[src/rtl/arb_pkg.sv]
// Shared constants, FSM state type and grant helper for the request arbiter.
package arb_pkg;

    localparam int N_REQ = 8;
    localparam int ID_W  = 3;

    typedef enum logic {
        IDLE = 1'b0,
        BUSY = 1'b1
    } state_t;

    function automatic logic [N_REQ-1:0] id_to_onehot(input logic [ID_W-1:0] id);
        return N_REQ'(1) << id;
    endfunction

endpackage

[src/rtl/arb_prio_enc8.sv]
// Combinational 8-to-3 priority encoder: the highest set index wins.
module arb_prio_enc8
    import arb_pkg::*;
(
    input  logic [N_REQ-1:0] vec,
    output logic [ID_W-1:0]  idx,
    output logic             valid
);

    // Ascending scan; the last set bit seen is the highest and overrides earlier ones.
    always_comb begin
        idx   = '0;
        valid = 1'b0;
        for (int i = 0; i < N_REQ; i++) begin
            if (vec[i]) begin
                idx   = ID_W'(i);
                valid = 1'b1;
            end
        end
    end

endmodule

[src/rtl/request_arbiter.sv]
// 8-way arbiter with fixed-priority or round-robin selection and a hold-time limit.
module request_arbiter
    import arb_pkg::*;
#(
    parameter int HOLD_MAX = 15
) (
    input  logic             clk,
    input  logic             rst,
    input  logic [N_REQ-1:0] req,
    input  logic             rr_en,
    output logic [N_REQ-1:0] gnt,
    output logic [ID_W-1:0]  gnt_id,
    output logic             gnt_valid,
    output logic             preempt
);

    localparam logic [7:0] HOLD_MAX_C = 8'(HOLD_MAX);

    state_t           state;
    logic [7:0]       hold_cnt;
    logic [ID_W-1:0]  last_id;

    logic [N_REQ-1:0] holder_mask;
    logic             holder_req;
    logic             others;
    logic             release_c;
    logic             timeout_c;
    logic [N_REQ-1:0] cand;
    logic [2*N_REQ-1:0] cand_dbl;
    logic [N_REQ-1:0] enc_vec;
    logic [ID_W-1:0]  enc_idx;
    logic             enc_valid;
    logic [ID_W-1:0]  win_id;

    assign holder_mask = id_to_onehot(gnt_id);
    assign holder_req  = req[gnt_id];
    assign others      = |(req & ~holder_mask);
    assign release_c   = (state == BUSY) && !holder_req;
    assign timeout_c   = (state == BUSY) && holder_req && (hold_cnt == HOLD_MAX_C) && others;

    // The holder competes only when it is not giving up the resource.
    assign cand = (release_c || timeout_c) ? (req & ~holder_mask) : req;

    // Rotate so that index last_id-1 lands on bit 7; the encoder's highest-wins
    // search then walks downward from there, wrapping through 0 to 7.
    assign cand_dbl = {cand, cand} >> last_id;
    assign enc_vec  = rr_en ? cand_dbl[N_REQ-1:0] : cand;

    arb_prio_enc8 u_enc (
        .vec   (enc_vec),
        .idx   (enc_idx),
        .valid (enc_valid)
    );

    assign win_id = rr_en ? (enc_idx + last_id) : enc_idx;

    always_ff @(posedge clk) begin
        if (rst) begin
            state     <= IDLE;
            gnt       <= '0;
            gnt_id    <= '0;
            gnt_valid <= 1'b0;
            preempt   <= 1'b0;
            hold_cnt  <= '0;
            last_id   <= '0;
        end else begin
            preempt <= 1'b0;
            case (state)
                IDLE: begin
                    if (enc_valid) begin
                        state     <= BUSY;
                        gnt       <= id_to_onehot(win_id);
                        gnt_id    <= win_id;
                        gnt_valid <= 1'b1;
                        hold_cnt  <= '0;
                        last_id   <= win_id;
                    end
                end
                BUSY: begin
                    if (release_c || timeout_c) begin
                        if (enc_valid) begin
                            gnt      <= id_to_onehot(win_id);
                            gnt_id   <= win_id;
                            hold_cnt <= '0;
                            last_id  <= win_id;
                            preempt  <= timeout_c;
                        end else begin
                            // Only a release can leave nobody to hand over to.
                            state     <= IDLE;
                            gnt       <= '0;
                            gnt_id    <= '0;
                            gnt_valid <= 1'b0;
                            hold_cnt  <= '0;
                        end
                    end else if (others && (hold_cnt != HOLD_MAX_C)) begin
                        hold_cnt <= hold_cnt + 8'd1;
                    end
                end
                default: state <= IDLE;
            endcase
        end
    end

endmodule

[config.mk]
export PLATFORM = sky130hd
export DESIGN_NAME = request_arbiter
export DESIGN_NICKNAME = d
export VERILOG_FILES = /design/src/rtl/arb_pkg.sv /design/src/rtl/arb_prio_enc8.sv /design/src/rtl/request_arbiter.sv
export SDC_FILE = /design/constraint.sdc
export NUM_CORES = 1
export LEC_CHECK = 0
export ABC_AREA = 1
export CAP_MARGIN = 20
export CELL_PAD_IN_SITES_DETAIL_PLACEMENT = 0
export CELL_PAD_IN_SITES_GLOBAL_PLACEMENT = 1
export CORE_ASPECT_RATIO = 0.5
export CORE_UTILIZATION = 40
export DETAILED_ROUTE_END_ITERATION = 10
export PLACE_DENSITY_LB_ADDON = 0.1
export RECOVER_POWER = 25
export SYNTH_ARGS = -nofsm -noshare
export SYNTH_HDL_FRONTEND = slang
export SYNTH_SLANG_ARGS = --single-unit
[constraint.sdc]
create_clock -name clk -period 5.4 [get_ports clk]
set_clock_uncertainty 0.1 [all_clocks]
set_input_delay 1.08 -clock clk [delete_from_list [all_inputs] [get_ports clk]]
set_output_delay 1.08 -clock clk [all_outputs]
set_load 0.1 [all_outputs]
==> results of run 1 <==
-- worst max-delay path: cells and delay by family --
family	cells	cell delay, ns
AO/OA/AOI/OAI	1	0.15
adder cells (fa/ha/maj)	2	0.58
buffers and inverters	2	0.66
AND/OR/NAND/NOR	27	2.48
-- layer usage --
| metal | global-route usage | routed length [µm] | up-vias |
|---|---|---|---|
| met5 | 0 | 0 | - |
| met4 | 0.0357 | 9 | 0 |
| met3 | 0.0160 | 240 | 2 |
| met2 | 0.327 | 2240 | 52 |
| met1 | 0.301 | 2910 | 1031 |
| li1 | - | - | 1154 |
-- cells by family after synthesis --
logic type      share of synthesized area
fa+ha+maj                          0.0276
compound gates                     0.0810
simple gates                        0.547
xor+xnor                          0.00840
flops                               0.240
buf+inv                            0.0960
-- stage by stage --
stage                     area (µm²)  std cells
after floorplan                 2080        342
after global placement          2340        424
after detailed placement        2340        424
after CTS                       2380        428
after global routing            2380        428
final                           2380        428
-- sequential cells by signal, summed over array words and instances, names as in the netlist --
register   flops
gnt_valid      1
gnt            8
state          1
last_id        3
gnt_id         3
preempt        1
hold_cnt       8
-- how the worst max path moves through the flow --
stage                                      to  cells past startpoint
final                     gnt[5]$_SDFFE_PP0P_                     32
after global routing      gnt[5]$_SDFFE_PP0P_                     32
after CTS                 gnt[5]$_SDFFE_PP0P_                     32
after detailed placement  gnt[5]$_SDFFE_PP0P_                     32
after global placement    gnt[5]$_SDFFE_PP0P_                     32
after floorplan           gnt[5]$_SDFFE_PP0P_                     34
-- power groups by stage --
stage / Combinational [µW] / Clock (µW) / Sequential [µW]
after floorplan: 655 / 0 / 449
after global placement: 972 / 0 / 313
after detailed placement: 973 / 0 / 313
after CTS: 977 / 112 / 309
after global routing: 1080 / 119 / 319
final: 977 / 109 / 310
-- layout make-up --
type / count / area, µm² / share of cell area
Clock buffer: 4 / 45.0 / 0.0189
Inverter: 34 / 128 / 0.0536
Multi-Input combinational cell: 271 / 1380 / 0.581
Sequential cell: 25 / 500 / 0.210
Tap cell: 70 / 87.6 / 0.0368
Timing Repair Buffer: 24 / 238 / 0.0998
-- layout by cell type, fill, tap and decap left out, types with 8 or more instances in the layout --
cell type / synthesis / layout
a21oi_1: 15 / 15
clkdlybuf4s50_1: 0 / 14
dfxtp_1: 25 / 25
dlygate4sd3_1: 0 / 9
inv_1: 28 / 28
nand2_1: 103 / 103
nand2_2: 15 / 15
nand3_1: 73 / 73
nand4_1: 8 / 8
nor2_1: 16 / 16
==> impl_metrics.toml, run 1 <==
[min_path]
hold_class = "reg -> reg"
hold_end = "gnt[1]$_SDFFE_PP0P_"
holdPathStages = 2
min_from = "gnt[1]$_SDFFE_PP0P_"

[clock_network]
clk_latency_ns = 0.26
cts_buffer_depth = 2
hold_buffers = 0
cts_sinks = 25
post-cts-setup-buffer-count = 0
post_cts_resized = 0
numCtsBuffers = 3
clk_pin_slew_worst_paths_ns = 0.08
htreeDepth = 1
root_buffer = "clkbuf_8"
cts_tree = "done"

[power_and_ir_drop]
p_switching_uw = 831
ir_drop_uv = 342
seqPwrFrac = 0.222
pwr-share-comb = 0.700
finalPower_uw = 1390
internal-power_uw = 563
p_clk_frac = 0.078
netSwitchingFraction = 0.596
p_leak_uw = 0.00111
power_density_nw_per_um2 = 586

[floorplanning]
die_h_um = 53.0
dieWidth_um = 104
initial_core_util = 0.419
rows = 18
num_io_pins = 24
coreArea_um2 = 4980
dieArea_um2 = 5520

[run]
cap_violations = 0

[logic_synthesis]
syn_inst = 342
synth_cell_type_count = 34
syn_nets = 357
yosysSeqAreaShare = 0.240
ys_top_cells_by_count = "nand2_1, nand3_1, inv_1"
post-synth-top-count-cell = "nand2_1"
ys_ff_latch = 25
async_reset_ff_frac = 0
synth_flop_cell = "dfxtp_1"
synth_top_area_frac = 0.240
yosys_warnings = 0
synth_edf_count = 0
ys_top_cells_by_area = "dfxtp_1, nand2_1, nand3_1"
avgSynthCellArea_um2 = 6.10
synthesis.area_um2 = 2080
yosys.area.top_type = "dfxtp_1"

[drt]
via_count = 2239
drt_first_iter_violations = 97
ant_nets = 0
viasPerCell = 5.23
drc = 0
first_pass_iters = 4
wl_um = 5410
wl_per_cell_um = 12.6

[grt]
grt_pass1_wl_um = 9010
overflow = 0
grtUsageTotal = 0.204
grt_max_degree = 15
antenna_found_initial = 0
grt_pass1_vias = 1951

[sta]
hold_violations = 0
setup_viol = 0
final_max_slew_viol_count = 0
final.setup.tns_ns = 0
finalCriticalPeriod_ns = 4.85
setup_ws_ns = 0.554
rsz0062_at_grt = "no"
fmax_mhz = 206
period_share = 0.897
holdWs_ns = 0.366
slew_headroom = 0.344
worst_pin_slew_ns = 0.981

[setup_path]
r2r_slack_ns = 1.17
crit_start = "req[1]"
path_max_fanout = 14
cp.required_ns = 5.49
startpoint_type = "input pin"
rr_worst_depth = 32
cp_common_cell = "nand2_1"
slowest_delay_ns = 0.61
r2r-start = "gnt_id[0]$_SDFFE_PP0P_"
critical-path-slowest-cell = "dlygate4sd3_1"
r2r_end = "gnt[5]$_SDFFE_PP0P_"
worstSetupPathType = "in -> reg"
cp.arrival_ns = 4.94
end_kind = "register"

[cells_and_area]
fill_cells = 524
antennaDiodeCount = 0
drive_above_1_share = 0.123
nets = 374
area.growth.synth_to_final_pct = 14.3
fin_util = 0.479

[placement]
gp_congestion = 0.860
dp_hpwl_um = 4240
io_buffers = 23
dpl_worst_slack_ns = 0.422

[outcome]
status = "finished, final reports clean"
No activity file was read; power rests on OpenSTA's default activity.
==> inputs of run 2 (changes only) <==
--- a/config.mk
+++ b/config.mk
@@ -12,8 +12,10 @@
 export CORE_ASPECT_RATIO = 0.5
 export CORE_UTILIZATION = 40
 export DETAILED_ROUTE_END_ITERATION = 10
+export DONT_BUFFER_PORTS = 1
 export PLACE_DENSITY_LB_ADDON = 0.1
 export RECOVER_POWER = 25
+export SETUP_SLACK_MARGIN = 0.1
 export SYNTH_ARGS = -nofsm -noshare
 export SYNTH_HDL_FRONTEND = slang
 export SYNTH_SLANG_ARGS = --single-unit
==> run 2 against run 1 <==
  * Sequential share of layout area grew 2.1 points
  * Count of clock-buffer cells in the layout shrank 1
  * Critical path depth is the same
  * Register-to-register slack is essentially flat
  * Non-clock buffer count shrank 21
  * Global-route usage grew 0.58 points
==> impl_metrics.toml, run 2 (synthesis results as in run 1) <==
[outcome]
status = "finished, final reports clean"

[clock_network]
cts_buffer_depth = 2
cts_tree = "done"
post-cts-setup-buffer-count = 0
clk_pin_slew_worst_paths_ns = 0.09
post_cts_resized = 0
hold_buffers = 0
cts_sinks = 25
htreeDepth = 1
numCtsBuffers = 3
root_buffer = "clkbuf_8"
clk_latency_ns = 0.26

[sta]
fmax_mhz = 237
final.setup.tns_ns = 0
setup_viol = 0
holdWs_ns = 0.402
worst_pin_slew_ns = 1.22
hold_violations = 0
slew_headroom = 0.184
period_share = 0.782
final_max_slew_viol_count = 0
rsz0062_at_grt = "no"
finalCriticalPeriod_ns = 4.23

[cells_and_area]
reg.largest.list = "gnt x8, hold_cnt x8"
design_area_um2 = 2160
nets = 353
fill_cells = 527
antennaDiodeCount = 0
final_cell_mix = "nand2_1, nand3_1, inv_1"
final_common_cell = "nand2_1"
drive_above_1_share = 0.134
area.growth.synth_to_final_pct = 3.84

[drt]
drt_first_iter_violations = 114
ant_nets = 0
wl_um = 5390
wl_per_cell_um = 13.2
drc = 0
via_count = 2151
first_pass_iters = 4
viasPerCell = 5.29

[grt]
overflow = 0
grtUsageTotal = 0.209
grt_pass1_wl_um = 9200
antenna_found_initial = 0
grt_pass1_vias = 1944
grt_max_degree = 15

[setup_path]
cp.arrival_ns = 4.33
critical-path-slowest-cell = "dfxtp_1"
end_kind = "register"
path_max_fanout = 14
cp.required_ns = 5.50
rr_worst_depth = 32
startpoint_type = "register"
worstSetupPathType = "reg -> reg"
slowest_delay_ns = 0.57
cp_common_cell = "nand2_1"

[power_and_ir_drop]
p_switching_uw = 826
power_density_nw_per_um2 = 626
seqPwrFrac = 0.322
internal-power_uw = 528
finalPower_uw = 1350
p_leak_uw = 0.00101
ir_drop_uv = 380
pwr-share-comb = 0.597
p_clk_frac = 0.081
netSwitchingFraction = 0.610

[run]
cap_violations = 0

[floorplanning]
die_h_um = 53.0
coreArea_um2 = 4980
dieWidth_um = 104
num_io_pins = 24
initial_core_util = 0.419
dieArea_um2 = 5520
rows = 18

[placement]
gp_congestion = 0.803
placed_area_um2 = 2120
dp_hpwl_um = 4250
io_buffers = 0

[min_path]
holdPathStages = 2
hold_class = "reg -> reg"
-- run 2: stage by stage --
stage / setup slack (ns) / instances / util
after floorplan: 1.19 / 342 / -
after global placement: 0.984 / 403 / 0.426
after detailed placement: 0.965 / 403 / 0.426
after CTS: 1.20 / 407 / 0.436
after global routing: 0.620 / 407 / 0.435
final: 1.17 / 407 / 0.435
-- run 2: power by group through the flow --
| stage | clock [µW] | combinational, µW | sequential [µW] |
|---|---|---|---|
| 2_1_floorplan | 0 | 655 | 449 |
| 3_3_place_gp | 0 | 805 | 439 |
| 3_5_place_dp | 0 | 806 | 440 |
| 4_1_cts | 113 | 811 | 436 |
| 5_1_grt | 122 | 913 | 446 |
| 6_report | 110 | 808 | 436 |
-- run 2: final timing paths --
check,from,end,slack [ns]
min,hold_cnt[0]$_SDFFE_PP0P_,hold_cnt[0]$_SDFFE_PP0P_,0.40
max reg2reg,gnt_id[1]$_SDFFE_PP0P_,gnt[5]$_SDFFE_PP0P_,1.17
max,gnt_id[1]$_SDFFE_PP0P_,gnt[5]$_SDFFE_PP0P_,1.17
min reg2reg,hold_cnt[0]$_SDFFE_PP0P_,hold_cnt[0]$_SDFFE_PP0P_,0.40
-- run 2: area by class of cell --
type,count,area [µm²],area share
repair buffers,3,18.8,0.00867
multi-input cells,271,1380,0.639
well taps,70,87.6,0.0405
clock buffers,3,41.3,0.0191
inverters,34,128,0.0590
flip-flops and latches,25,500,0.231
clock inverters,1,5.00,0.00231
-- run 2: metal layers --
metal	track usage	vias up	share of wire
met5	0	-	0
met4	0.0357	0	0.0017
met3	0.0320	2	0.047
met2	0.341	41	0.41
met1	0.297	995	0.54
li1	-	1113	-
-- run 2: worst max-delay path, delay by kind of cell (launching register included) --
family	cells	cell delay, ns
AND/OR/NAND/NOR	27	2.52
buffers and inverters	2	0.24
flip-flops	1	0.57
adder cells (fa/ha/maj)	2	0.57
AO/OA/AOI/OAI	1	0.14
==> inputs of run 3 (changes only) <==
==> constraint.sdc (replaced) <==
create_clock -name clk -period 3.55 [get_ports clk]
set_clock_uncertainty 0.1 [all_clocks]
set_input_delay 0.71 -clock clk [delete_from_list [all_inputs] [get_ports clk]]
set_output_delay 0.71 -clock clk [all_outputs]
set_load 0.1 [all_outputs]
==> run 3 against run 2 <==
  * The flow now finishes with violations (negative setup slack)
  * Utilization rose by 25 points
  * Sequential power is 42% higher
  * Largest cell class unchanged
  * Global-route usage is 3.3 points higher
==> impl_metrics.toml, run 3 (synthesis results as in run 1) <==
[outcome]
status = "finished, violations left"
violations = "negative setup slack"

[clock_network]
cts_tree = "done"
htreeDepth = 1
cts_buffer_depth = 2
root_buffer = "clkbuf_8"
cts_sinks = 25
numCtsBuffers = 3
hold_buffers = 0
clk_pin_slew_worst_paths_ns = 0.08
clk_latency_ns = 0.27

[grt]
grtUsageTotal = 0.243
grt_max_degree = 15
overflow = 0
grt_pass1_vias = 2370
grt_pass1_wl_um = 10800
antenna_found_initial = 0

[drt]
ant_nets = 0
wl_per_cell_um = 14.4
viasPerCell = 5.27
first_pass_iters = 5
via_count = 2613
drt_first_iter_violations = 101
drc = 0
wl_um = 7150

[sta]
final.setup.tns_ns = -2.41
rsz0062_at_grt = "yes"
setup_ws_ns = -0.267
period_share = 1.08
hold_violations = 0
fmax_mhz = 262
worst_pin_slew_ns = 1.26
final_max_slew_viol_count = 0
setup_viol = 11
finalCriticalPeriod_ns = 3.82
slew_headroom = 0.160

[cells_and_area]
fill_cells = 424
reg.largest.list = "gnt x8, hold_cnt x8"
final_common_cell = "buf_4"
nets = 442
antennaDiodeCount = 0
fin_util = 0.688
seq_area_um2 = 514
multi_input_area_um2 = 1910
area.growth.synth_to_final_pct = 64.3
final_cell_mix = "buf_4, nand2_1, nand3_1"
drive_above_1_share = 0.547
design_area_um2 = 3430

[setup_path]
cp-endpoint = "gnt_id[2]$_SDFFE_PP0P_"
r2r_end = "gnt_id[2]$_SDFFE_PP0P_"
cp_common_cell = "nand2_2"
path_max_fanout = 7
critical-path-slowest-cell = "dfxtp_4"
r2r_slack_ns = -0.27
crit_start = "gnt_id[0]$_SDFFE_PP0P_"
worstSetupPathType = "reg -> reg"
r2r-start = "gnt_id[0]$_SDFFE_PP0P_"
slowest_delay_ns = 0.41
end_kind = "register"
cp.arrival_ns = 3.91
cp.required_ns = 3.65
startpoint_type = "register"
rr_worst_depth = 33

[floorplanning]
dieWidth_um = 104
rows = 18
num_io_pins = 24
coreArea_um2 = 4980
initial_core_util = 0.419
die_h_um = 53.0
dieArea_um2 = 5520

[power_and_ir_drop]
seqPwrFrac = 0.205
p_clk_frac = 0.055
p_switching_uw = 1650
power_density_nw_per_um2 = 885
ir_drop_uv = 721
internal-power_uw = 1380
pwr-share-comb = 0.740
p_leak_uw = 0.00155
netSwitchingFraction = 0.543

[run]
cap_violations = 0

[placement]
placed_area_um2 = 2600
io_buffers = 0
dp_hpwl_um = 4750
gp_congestion = 0.899

[min_path]
hold_class = "in -> reg"
run 3: worst min-delay path by stage:
stage                                         from                  endpoint  depth (start not counted)
after global routing                           rst    gnt_id[0]$_SDFFE_PP0P_                          1
final                                          rst    gnt_id[0]$_SDFFE_PP0P_                          1
after detailed placement  hold_cnt[7]$_SDFFE_PP0P_  hold_cnt[7]$_SDFFE_PP0P_                          2
after CTS                                      rst    gnt_id[0]$_SDFFE_PP0P_                          1
after floorplan           hold_cnt[0]$_SDFFE_PP0P_  hold_cnt[0]$_SDFFE_PP0P_                          2
after global placement    hold_cnt[5]$_SDFFE_PP0P_  hold_cnt[6]$_SDFFE_PP0P_                          2
run 3: through the flow:
stage / worst slack, ns / std cells / hold WS (ns) / power (µW)
after global routing: -0.526 / 496 / 0.377 / 3230
final: -0.267 / 496 / 0.391 / 3030
after floorplan: -0.0292 / 342 / 0.371 / 1710
after detailed placement: -0.384 / 462 / 0.414 / 2240
after global placement: -0.311 / 462 / 0.396 / 2230
after CTS: -0.175 / 483 / 0.391 / 2660
run 3: what timing repair did:
action / CTS / global route
resized for setup: 54 / 86
pin swaps: 30 / 51
buffers inserted: 18 / 13
setup endpoints to repair: 22 / 23
run 3: metal layers:
| metal | track usage | vias up | wire, µm | part of all wire |
|---|---|---|---|---|
| met5 | 0 | - | 0 | 0 |
| met4 | 0.0595 | 0 | 75 | 0.010 |
| met3 | 0.0333 | 11 | 355 | 0.050 |
| met2 | 0.423 | 73 | 3380 | 0.47 |
| met1 | 0.322 | 1232 | 3340 | 0.47 |
| li1 | - | 1297 | - | - |
run 3: power by group through the flow:
stage	clock network, µW	logic [µW]	registers (µW)
after CTS	169	1870	616
after floorplan	0	1020	694
after global placement	0	1610	623
after detailed placement	0	1610	625
final	167	2240	621
after global routing	183	2420	629
run 3: cell type report:
class                   count  area share
well taps                  70      0.0256
clock buffers               4      0.0131
multi-input cells         271       0.557
inverters                  34      0.0387
flip-flops and latches     25       0.150
repair buffers             92       0.215
run 3: critical path: cells and delay by family, from the launching register on:
kind                     cells  cell delay, ns
AO/OA/AOI/OAI                1            0.03
adder cells (fa/ha/maj)      1            0.37
buffers and inverters        6            0.63
flip-flops                   1            0.41
AND/OR/NAND/NOR             25            2.19
